==> src/rtl/store_unit_pkg.sv <==
// store_unit_pkg: store opcodes and the buffered entry layout shared by the store path.
package store_unit_pkg;
    localparam int ST_OP_LENGTH = 2;
    typedef enum logic [ST_OP_LENGTH-1:0] {
        ST_OP_NONE = 2'b00,
        ST_OP_SB   = 2'b01,
        ST_OP_SH   = 2'b10,
        ST_OP_SW   = 2'b11
    } st_op_e;
    typedef struct packed {
        logic [29:0] word_addr;
        logic [31:0] wdata;
        logic [3:0]  be;
    } entry_t;
endpackage

==> src/rtl/store_align.sv <==
// store_align: combinational lane mapper turning a store request into word address, replicated data and byte enables.
module store_align
    import store_unit_pkg::*;
(
    input  logic [ST_OP_LENGTH-1:0] op,
    input  logic [31:0]             addr,
    input  logic [31:0]             data,
    output logic [29:0]             word_addr,
    output logic [31:0]             wdata,
    output logic [3:0]              be,
    output logic                    misaligned
);
    assign word_addr  = addr[31:2];
    assign misaligned = (op == ST_OP_SH && addr[0]) || (op == ST_OP_SW && addr[1:0] != 2'b00);
    assign wdata = op == ST_OP_SB ? {4{data[7:0]}} :
                   op == ST_OP_SH ? {2{data[15:0]}} : data;
    assign be = op == ST_OP_SB ? 4'b0001 << addr[1:0] :
                op == ST_OP_SH ? (addr[1] ? 4'b1100 : 4'b0011) :
                op == ST_OP_SW ? 4'b1111 : 4'b0000;
endmodule

==> src/rtl/store_unit.sv <==
// store_unit: buffers aligned stores in a circular FIFO and drains them to data memory over valid/ready.
module store_unit
    import store_unit_pkg::*;
#(
    parameter int DEPTH = 2
) (
    input  logic                      clk,
    input  logic                      rst,
    input  logic                      st_valid,
    output logic                      st_ready,
    input  logic [ST_OP_LENGTH-1:0]   st_op,
    input  logic [31:0]               st_addr,
    input  logic [31:0]               st_data,
    output logic                      misalign,
    output logic                      mem_valid,
    input  logic                      mem_ready,
    output logic [31:0]               mem_addr,
    output logic [31:0]               mem_wdata,
    output logic [3:0]                mem_be,
    output logic [$clog2(DEPTH):0]    count
);
    localparam int AW = $clog2(DEPTH);
    entry_t          fifo [DEPTH];
    entry_t          in_entry, head;
    logic [AW-1:0]   wr_ptr, rd_ptr;
    logic            mis, accept, push, pop;
    store_align u_align (
        .op         (st_op),
        .addr       (st_addr),
        .data       (st_data),
        .word_addr  (in_entry.word_addr),
        .wdata      (in_entry.wdata),
        .be         (in_entry.be),
        .misaligned (mis)
    );
    assign st_ready  = count != (AW+1)'(DEPTH);
    assign mem_valid = count != '0;
    assign accept    = st_valid && st_ready;
    assign push      = accept && st_op != ST_OP_NONE && !mis;
    assign pop       = mem_valid && mem_ready;
    assign head      = fifo[rd_ptr];
    // Outputs are zeroed while empty so stale entries never appear on the bus.
    assign mem_addr  = mem_valid ? {head.word_addr, 2'b00} : '0;
    assign mem_wdata = mem_valid ? head.wdata : '0;
    assign mem_be    = mem_valid ? head.be : '0;
    always_ff @(posedge clk) begin
        if (push) fifo[wr_ptr] <= in_entry;
    end
    always_ff @(posedge clk) begin
        if (rst) begin
            wr_ptr   <= '0;
            rd_ptr   <= '0;
            count    <= '0;
            misalign <= 1'b0;
        end else begin
            misalign <= accept && mis;
            if (push) wr_ptr <= wr_ptr + AW'(1);
            if (pop) rd_ptr <= rd_ptr + AW'(1);
            if (push && !pop) count <= count + (AW+1)'(1);
            else if (pop && !push) count <= count - (AW+1)'(1);
        end
    end
endmodule

==> config.mk <==
export PLATFORM = sky130hd
export DESIGN_NAME = store_unit
export DESIGN_NICKNAME = d
export VERILOG_FILES = /design/src/rtl/store_unit_pkg.sv /design/src/rtl/store_align.sv /design/src/rtl/store_unit.sv
export SDC_FILE = /design/constraint.sdc
export NUM_CORES = 1
export LEC_CHECK = 0
export CORE_UTILIZATION = 40
export CTS_CLUSTER_DIAMETER = 50
export DETAILED_ROUTE_END_ITERATION = 12
export PLACE_DENSITY_LB_ADDON = 0.1
export SYNTH_ARGS = -nofsm -noshare
export SYNTH_HDL_FRONTEND = slang
export SYNTH_SLANG_ARGS = --single-unit
==> constraint.sdc <==
create_clock -name clk -period 11.6 [get_ports clk]
set_clock_uncertainty 0.05 [all_clocks]
set_input_delay 2.32 -clock clk [delete_from_list [all_inputs] [get_ports clk]]
set_output_delay 2.32 -clock clk [all_outputs]
set_load 0.05 [all_outputs]
== After elaboration in Yosys (flattened, before gate mapping) ==
Memories as Yosys holds them, arrays and structs flattened. A register that Yosys moved wholly into a read port is not among the register bits.
Cells that the tools add are included.

* Eq/ne operators: 4
* Reductions and logical operators: 17
* Muxes and demuxes: 15
* Shift-type cells: 1
* Add/sub/neg operators: 4

{| class="wikitable"
|+ Operator list
! kind !! number
|-
| 2-to-1 mux 32 bit || 4
|-
| 2-to-1 mux 4 bit || 5
|-
| logical AND 1 bit || 9
|-
| nonzero test 2 bit || 4
|-
| == test 2 bit (second input constant) || 2
|-
| 2-to-1 mux 1 bit || 4
|-
| 2-to-1 mux 2 bit || 2
|-
| left shift 1 x 2 -> 4 bit (first input constant) || 1
|-
| logical NOT 1 bit || 3
|-
| adder 1 bit (second input constant) || 2
|-
| adder 2 x 1 -> 2 bit (second input constant) || 1
|-
| == test 2 x 1 -> 1 bit (second input constant) || 1
|-
| != test 2 bit (second input constant) || 1
|-
| subtractor 2 x 1 -> 2 bit (second input constant) || 1
|-
| logical OR 1 bit || 1
|}

* Register bits after elaboration: 5
* Output and inout port bits: 73
* Bits of input ports: 70
* Bits in writable memories: 132
* Logic and storage cells: 46
* Memories kept: 1

{| class="wikitable"
|+ Memories
! name !! words !! width !! read ports !! clocked after Yosys merged registers in !! write ports !! line !! source
|-
| fifo || 2 || 66 || 1 || 1 || 1 || store_unit.sv:23 || <nowiki>entry_t fifo [DEPTH];</nowiki>
|}

== Longest topological paths before layout ==
Gate-level depths: netlist of run 1.

* Depth in word-level cells: 9
* Mapped depth: 6
* Depth with buffers taken out: 6

== Cells and area by module ==
Synthesis of run 1 repeated with hierarchy kept, for this count alone.

* Cell total of the unflattened synthesis: 421
* Area total of the unflattened synthesis: 6098.3 um^2

{| class="wikitable"
|+ Modules (own cells, without submodules)
! module !! area each (um^2) !! times used !! seq. area each (um^2) !! cells each
|-
| store_unit || 5270.1 || 1 || 4083.9 || 312
|-
| store_align || 828.3 || 1 || 0.0 || 109
|}

== Worst setup path before layout of run 1 ==
OpenSTA, ideal clock, no wires.

* Kind: input -> register
* Start point: input st_op[0]
* End point: memory fifo[0][0] (netlist name), enable pin
* Library setup time: 0.498 ns
* Path slack: 5.131 ns
* Data arrival time: 5.921 ns
* Path buffers: 0
* Stages: 3
* Required time: 11.052 ns
* Cells stage by stage: a21o_1 a2111oi_4 nor2b_1

* Longest elaborated chain between the ends: 7
* Elaborated cells on any way between the ends: 11
* Those cells by class: eq/ne: 2; mux: 2; reduce/logical: 7

{| class="wikitable"
|+ Ends and longest elaborated chain
! item !! line !! source
|-
| start, declared || store_unit.sv:11 || <nowiki>input logic [ST_OP_LENGTH-1:0] st_op,</nowiki>
|-
| == test 2 bit || store_align.sv:14 || <nowiki>assign misaligned = (op == ST_OP_SH && addr[0]) || (op == ST_OP_SW && addr[1:0] != 2'b00);</nowiki>
|-
| logical AND 1 bit || store_align.sv:14 ||
|-
| logical OR 1 bit || store_align.sv:14 ||
|-
| logical NOT 1 bit || store_unit.sv:39 || <nowiki>assign push = accept && st_op != ST_OP_NONE && !mis;</nowiki>
|-
| logical AND 1 bit (*) || store_unit.sv:39 ||
|-
| net push || store_unit.sv:26 || <nowiki>logic mis, accept, push, pop;</nowiki>
|-
| 2-to-1 mux 1 bit (*) || store_unit.sv:47 || <nowiki>if (push) fifo[wr_ptr] <= in_entry;</nowiki>
|-
| 2-to-1 mux 1 bit (not written as such) (*) || store_unit.sv:47 ||
|-
| end, declared || store_unit.sv:23 ||
|}

The timed path passes the listed nets; every way through them passes the cells marked *.

==> results.sh, run 1 <==
export IMPL_cts_resized=0
export IMPL_post_cts_setup_buffers=0
export IMPL_viasPerCell=4.82
export IMPL_post_place_ws_ns=6.00
export IMPL_synth_distinct_cells=26
export IMPL_cp_data_required_time_ns=9.23
export IMPL_cp_data_arrival_time_ns=2.83
export IMPL_yosysTopAreaCell="edfxtp_1"
export IMPL_overflow=0
export IMPL_dp_hpwl_um=7220
export IMPL_critical_path_cell_chain="mux2i_1 > nor2_1 > clkdlybuf4s50_1"
export IMPL_dp_cells=675
export IMPL_wire_per_inst_um=16.5
export IMPL_hold_buffers=0
export IMPL_outcome="complete, no violations"
export IMPL_dpl_cell_area_um2=7240
export IMPL_ir_worst_vdd_mv=0.128
export IMPL_finalNonFillerCells=707
export IMPL_die_h_um=121
export IMPL_worstMarginPinSlew_ns=1.18
export IMPL_clk_latency_ns=0.40
export IMPL_crit_type="register to output port"
export IMPL_rsz0062_at_grt="false"
export IMPL_cts_buffer_depth=2
export IMPL_first_iter_violations=170
export IMPL_cts_buffers_inserted=17
export IMPL_fin_crit_sh_pct=44.9
export IMPL_synth_area_leaders="edfxtp_1 70%, mux2i_1 12%, nor2_1 4.8%"
export IMPL_rows=43
export IMPL_cp_top_family="flip-flops"
export IMPL_final_max_slew_viol_count=0
export IMPL_min_path_cells=2
export IMPL_r2r_start="count[0]"
export IMPL_synth_yosys_warnings=0
export IMPL_routed_wl_um=11600
export IMPL_gr_usage_all_layers_pct=16.7
export IMPL_syn_cell_area_um2=5670
export IMPL_timing_setup_tns_ns=0
export IMPL_yosysSeqAreaShare_pct=72.0
export IMPL_crit_path_end_kind="output port"
export IMPL_cp_buffers_inverters=1
export IMPL_synth_edf_count=132
export IMPL_ctsRootBufferMaster="clkbuf_16"
export IMPL_layout_drive_gt1_share_pct=10.4
export IMPL_grt_start_max_net_pins=68
export IMPL_reg2reg_depth=4
export IMPL_gp_congestion=0.700
export IMPL_async_flop_share_pct=0
export IMPL_utilization_pct=56.5
export IMPL_nets=585
export IMPL_min_delay_start="rd_ptr"
export IMPL_yosys_area_share_simple_pct=6.79
export IMPL_cpMaxStageDelayCell="dfxtp_4"
export IMPL_synth_top_family_by_area="multiplexers"
export IMPL_max_slew_margin_pct=21.1
export IMPL_core_um2=13900
export IMPL_grt_pass1_vias=3437
export IMPL_max_stage_delay_ns=1.14
export IMPL_initial_core_util_pct=40.9
export IMPL_yosysMostFrequentCell="edfxtp_1"
export IMPL_synth_xor_area_share_pct=0.750
export IMPL_max_clock_freq_mhz=192
export IMPL_ys_ff_latch=138
export IMPL_synthToLayoutAreaGrowth_pct=38.2
export IMPL_finalWorstSetupSlack_ns=6.40
export IMPL_powerDensity_nw_per_um2=263
export IMPL_synth_cells=373
export IMPL_hold_ws_ns=0.453
export IMPL_ys_flop_type="edfxtp_1"
export IMPL_hp_class="register to register"
export IMPL_antenna_left=0
export IMPL_h_tree_depth=4
export IMPL_synth_commonest_cells="132 x edfxtp_1, 72 x nor2_1, 68 x mux2i_1"
export IMPL_synth_compound_area_share_pct=2.65
export IMPL_portBuffers=140
export IMPL_fin_area_um2=7840
export IMPL_synth_mux_area_share_pct=15.4
export IMPL_power_leakage_nw=2.63
export IMPL_critPathMaxFanout=66
export IMPL_synth_top_area_share_pct=69.9
export IMPL_fin_crit_ns=5.20
export IMPL_ios=143
export IMPL_critPathLaunchType="register"
export IMPL_vias=3407
export IMPL_worstReg2RegEnd="fifo[0][0]"
export IMPL_synth_adder_area_share_pct=0.221
export IMPL_cts_tree="yes"
export IMPL_setup_violations=0
export IMPL_power_mw=2.06
export IMPL_drtPass1Iterations=4
export IMPL_worst_r2r_setup_slack_ns=8.72
export IMPL_grt_pass1_wl_um=18000
export IMPL_cts_sinks=138
export IMPL_drv_cap=0
export IMPL_hold_viol=0
export IMPL_fp_dieArea_um2=14700
export IMPL_drc=0
export IMPL_n_antenna_cell=0
export IMPL_die_w_um=121
export IMPL_avgSynthCellArea_um2=15.2
export IMPL_clk_pin_slew_ns=0.06
export IMPL_antenna_found_initial=0
metal layers:
metal / vias to the layer above / global-route usage [%] / wire length (um)
met5: - / 0 / 0
met4: 0 / 6.02 / 111
met3: 8 / 4.14 / 525
met2: 103 / 27.3 / 5680
met1: 1643 / 21.4 / 5330
li1: 1653 / - / -
logic make-up after synthesis:
kind of cell	Yosys count
AO/OA/AOI/OAI	21
XOR/XNOR	4
adder cells (fa/ha/maj)	1
buffers and inverters	27
flip-flops	138
multiplexers	85
other	1
AND/OR/NAND/NOR	96
sequential cells by signal, indices dropped and copies added (netlist names), named ones only:
name and count:
rd_ptr 1, count 2, misalign 1, fifo 132, wr_ptr 1
worst max-delay path by stage:
stage          startpoint       endpoint  slack, ns  cells past startpoint
6_report         register  mem_wdata[15]       6.40                      3
4_1_cts          register  mem_wdata[15]       6.34                      3
2_1_floorplan    st_op[0]     fifo[0][0]       5.13                      3
3_5_place_dp     st_op[0]    fifo[0][18]       6.00                      5
5_1_grt          register  mem_wdata[15]       6.25                      3
3_3_place_gp     st_op[0]    fifo[0][18]       6.01                      5
worst min-delay path: stages, from the launching register on:
cell and delay [ns]:
dfxtp_1 0.32, xor2_1 0.08, nor2_1 0.07
layout make-up:
type	count	area (um2)
fillers	1153	6040
well taps	180	225
clock buffers	17	425
inverters	5	18.8
flip-flops and latches	138	4090
multi-input cells	209	1490
clock inverters	15	175
repair buffers	143	1420
power breakdown:
group / total, mW / leakage, nW / switching (mW) / internal (mW)
Sequential: 0.667 / 1.26 / 0.0627 / 0.605
Clock: 0.538 / 0.275 / 0.200 / 0.337
Combinational: 0.857 / 1.09 / 0.563 / 0.294
placed cells by master, fill, tap and decap left out, types with 5 or more instances in the layout:
cell,n
a22oi_1,6
nor2b_1,6
inv_1,5
dfxtp_1,5
a21oi_1,5
nor2_1,71
nand2_1,14
edfxtp_1,132
clkbuf_16,17
o21ai_0,6
mux2i_1,68
mux2_2,15
clkinvlp_4,6
clkdlybuf4s50_1,140
(Power assumes the default switching activity.)
==> run 2, diff against run 1 <==
clock period = 4.6 ns   (was 11.6 ns; I/O delays follow)
==> results.sh, run 2 (same netlist as run 1, synthesis figures left out) <==
export IMPL_rsz0062_at_grt="false"
export IMPL_fin_crit_ns=3.61
export IMPL_cts_buffers_inserted=17
export IMPL_n_fill_cell=1150
export IMPL_gr_usage_all_layers_pct=16.8
export IMPL_vias=3430
export IMPL_drv_cap=0
export IMPL_routed_wl_um=11700
export IMPL_drc=0
export IMPL_powerDensity_nw_per_um2=663
export IMPL_worstReg2RegEnd="fifo[1][23]"
export IMPL_portBuffers=140
export IMPL_initial_core_util_pct=40.9
export IMPL_timing_setup_tns_ns=0
export IMPL_clk_pin_slew_ns=0.05
export IMPL_post_cts_setup_buffers=0
export IMPL_layout_common_cells="140 x clkdlybuf4s50_1, 132 x edfxtp_1, 71 x nor2_1, 68 x mux2i_1, 17 x clkbuf_16"
export IMPL_outcome="complete, no violations"
export IMPL_crit_path_end_kind="output port"
export IMPL_ir_worst_vdd_mv=0.348
export IMPL_power_leakage_nw=2.66
export IMPL_rows=43
export IMPL_final_common_cell="clkdlybuf4s50_1"
export IMPL_clk_latency_ns=0.40
export IMPL_top_regs="fifo (132), count (2)"
export IMPL_cp_data_arrival_time_ns=2.64
export IMPL_nets=587
export IMPL_critPathLaunchType="register"
export IMPL_antenna_found_initial=0
export IMPL_viasPerCell=4.84
export IMPL_min_path_cells=2
export IMPL_grt_start_max_net_pins=67
export IMPL_wire_per_inst_um=16.6
export IMPL_final_max_slew_viol_count=0
export IMPL_worstMarginPinSlew_ns=0.928
export IMPL_fp_dieArea_um2=14700
export IMPL_hold_ws_ns=0.451
export IMPL_reg2reg_depth=3
export IMPL_n_antenna_cell=0
export IMPL_min_delay_start="rd_ptr"
export IMPL_cts_buffer_depth=2
export IMPL_cp_data_required_time_ns=3.63
export IMPL_gp_congestion=0.776
export IMPL_worst_r2r_setup_slack_ns=2.20
export IMPL_hold_buffers=0
export IMPL_cts_sinks=138
export IMPL_synthToLayoutAreaGrowth_pct=38.9
export IMPL_setup_violations=0
export IMPL_dp_hpwl_um=7550
export IMPL_cts_resized=0
export IMPL_cts_tree="yes"
export IMPL_h_tree_depth=4
export IMPL_crit_type="register to output port"
export IMPL_antenna_left=0
export IMPL_drtPass1Iterations=4
export IMPL_fin_crit_sh_pct=78.4
export IMPL_first_iter_violations=242
export IMPL_max_clock_freq_mhz=277
export IMPL_die_h_um=121
export IMPL_core_um2=13900
export IMPL_overflow=0
export IMPL_r2r_start="count[0]"
export IMPL_die_w_um=121
export IMPL_layout_drive_gt1_share_pct=9.66
export IMPL_ctsRootBufferMaster="clkbuf_16"
export IMPL_grt_pass1_vias=3378
export IMPL_largest_reg_flops=132
export IMPL_hold_viol=0
export IMPL_max_slew_margin_pct=37.8
export IMPL_hp_class="register to register"
export IMPL_ios=143
export IMPL_grt_pass1_wl_um=17900
export IMPL_critPathMaxFanout=40
export IMPL_largest_register="fifo"
-- run 2: cell type report --
type                       instances  area, um2  share of cell area [%]
timing repair buffer             145       1480                    18.7
tap                              180        225                    2.86
inverter                           5       18.8                   0.238
multi-input combinational        209       1490                    18.9
clock buffer                      19        433                    5.49
sequential                       138       4090                    51.8
clock inverter                    12        155                    1.97
-- run 2: worst max-delay path by stage --
stage	startpoint	end	slack, ns	cells after the start
finish	register	mem_addr[31]	0.99	4
global route	register	mem_addr[31]	0.84	4
CTS	register	mem_wdata[11]	0.91	4
detailed placement	st_op[1]	fifo[1][24]	0.97	4
global placement	st_op[1]	fifo[1][20]	0.99	4
floorplan	st_op[0]	fifo[0][0]	0.78	3
-- run 2: routing by layer --
layer | GRT usage (%) | routed length [um] | up-vias
met1 | 21.8 | 5200 | 1650
met2 | 26.5 | 5680 | 112
met4 | 6.94 | 155 | 0
met3 | 4.89 | 707 | 13
li1 | - | - | 1655
met5 | 0 | 0 | -
-- run 2: critical path: stages (launching register included) --
cell and delay [ns]:
dfxtp_4 0.82, buf_12 0.31, mux2i_1 0.10, nor2_1 0.16
clkdlybuf4s50_1 0.83
-- run 2: power breakdown --
| group | internal [mW] | leakage [nW] | switching [mW] | total, mW |
|---|---|---|---|---|
| sequential | 1.52 | 1.26 | 0.112 | 1.64 |
| clock | 0.891 | 0.290 | 0.463 | 1.35 |
| combinational | 0.766 | 1.11 | 1.47 | 2.24 |
| total | 3.18 | 2.66 | 2.05 | 5.23 |
-- run 2: stage by stage --
| step | power (mW) | util (%) | std cells | cell area, um2 | setup slack (ns) |
|---|---|---|---|---|---|
| floorplan | 3.15 | - | 374 | 5680 | 0.783 |
| global placement | 3.92 | 52.6 | 677 | 7300 | 0.991 |
| finish | 5.23 | 56.8 | 708 | 7880 | 0.993 |
| CTS | 5.29 | 56.8 | 708 | 7880 | 0.915 |
| global route | 5.44 | 56.8 | 708 | 7880 | 0.841 |
| detailed placement | 3.93 | 52.6 | 677 | 7300 | 0.969 |
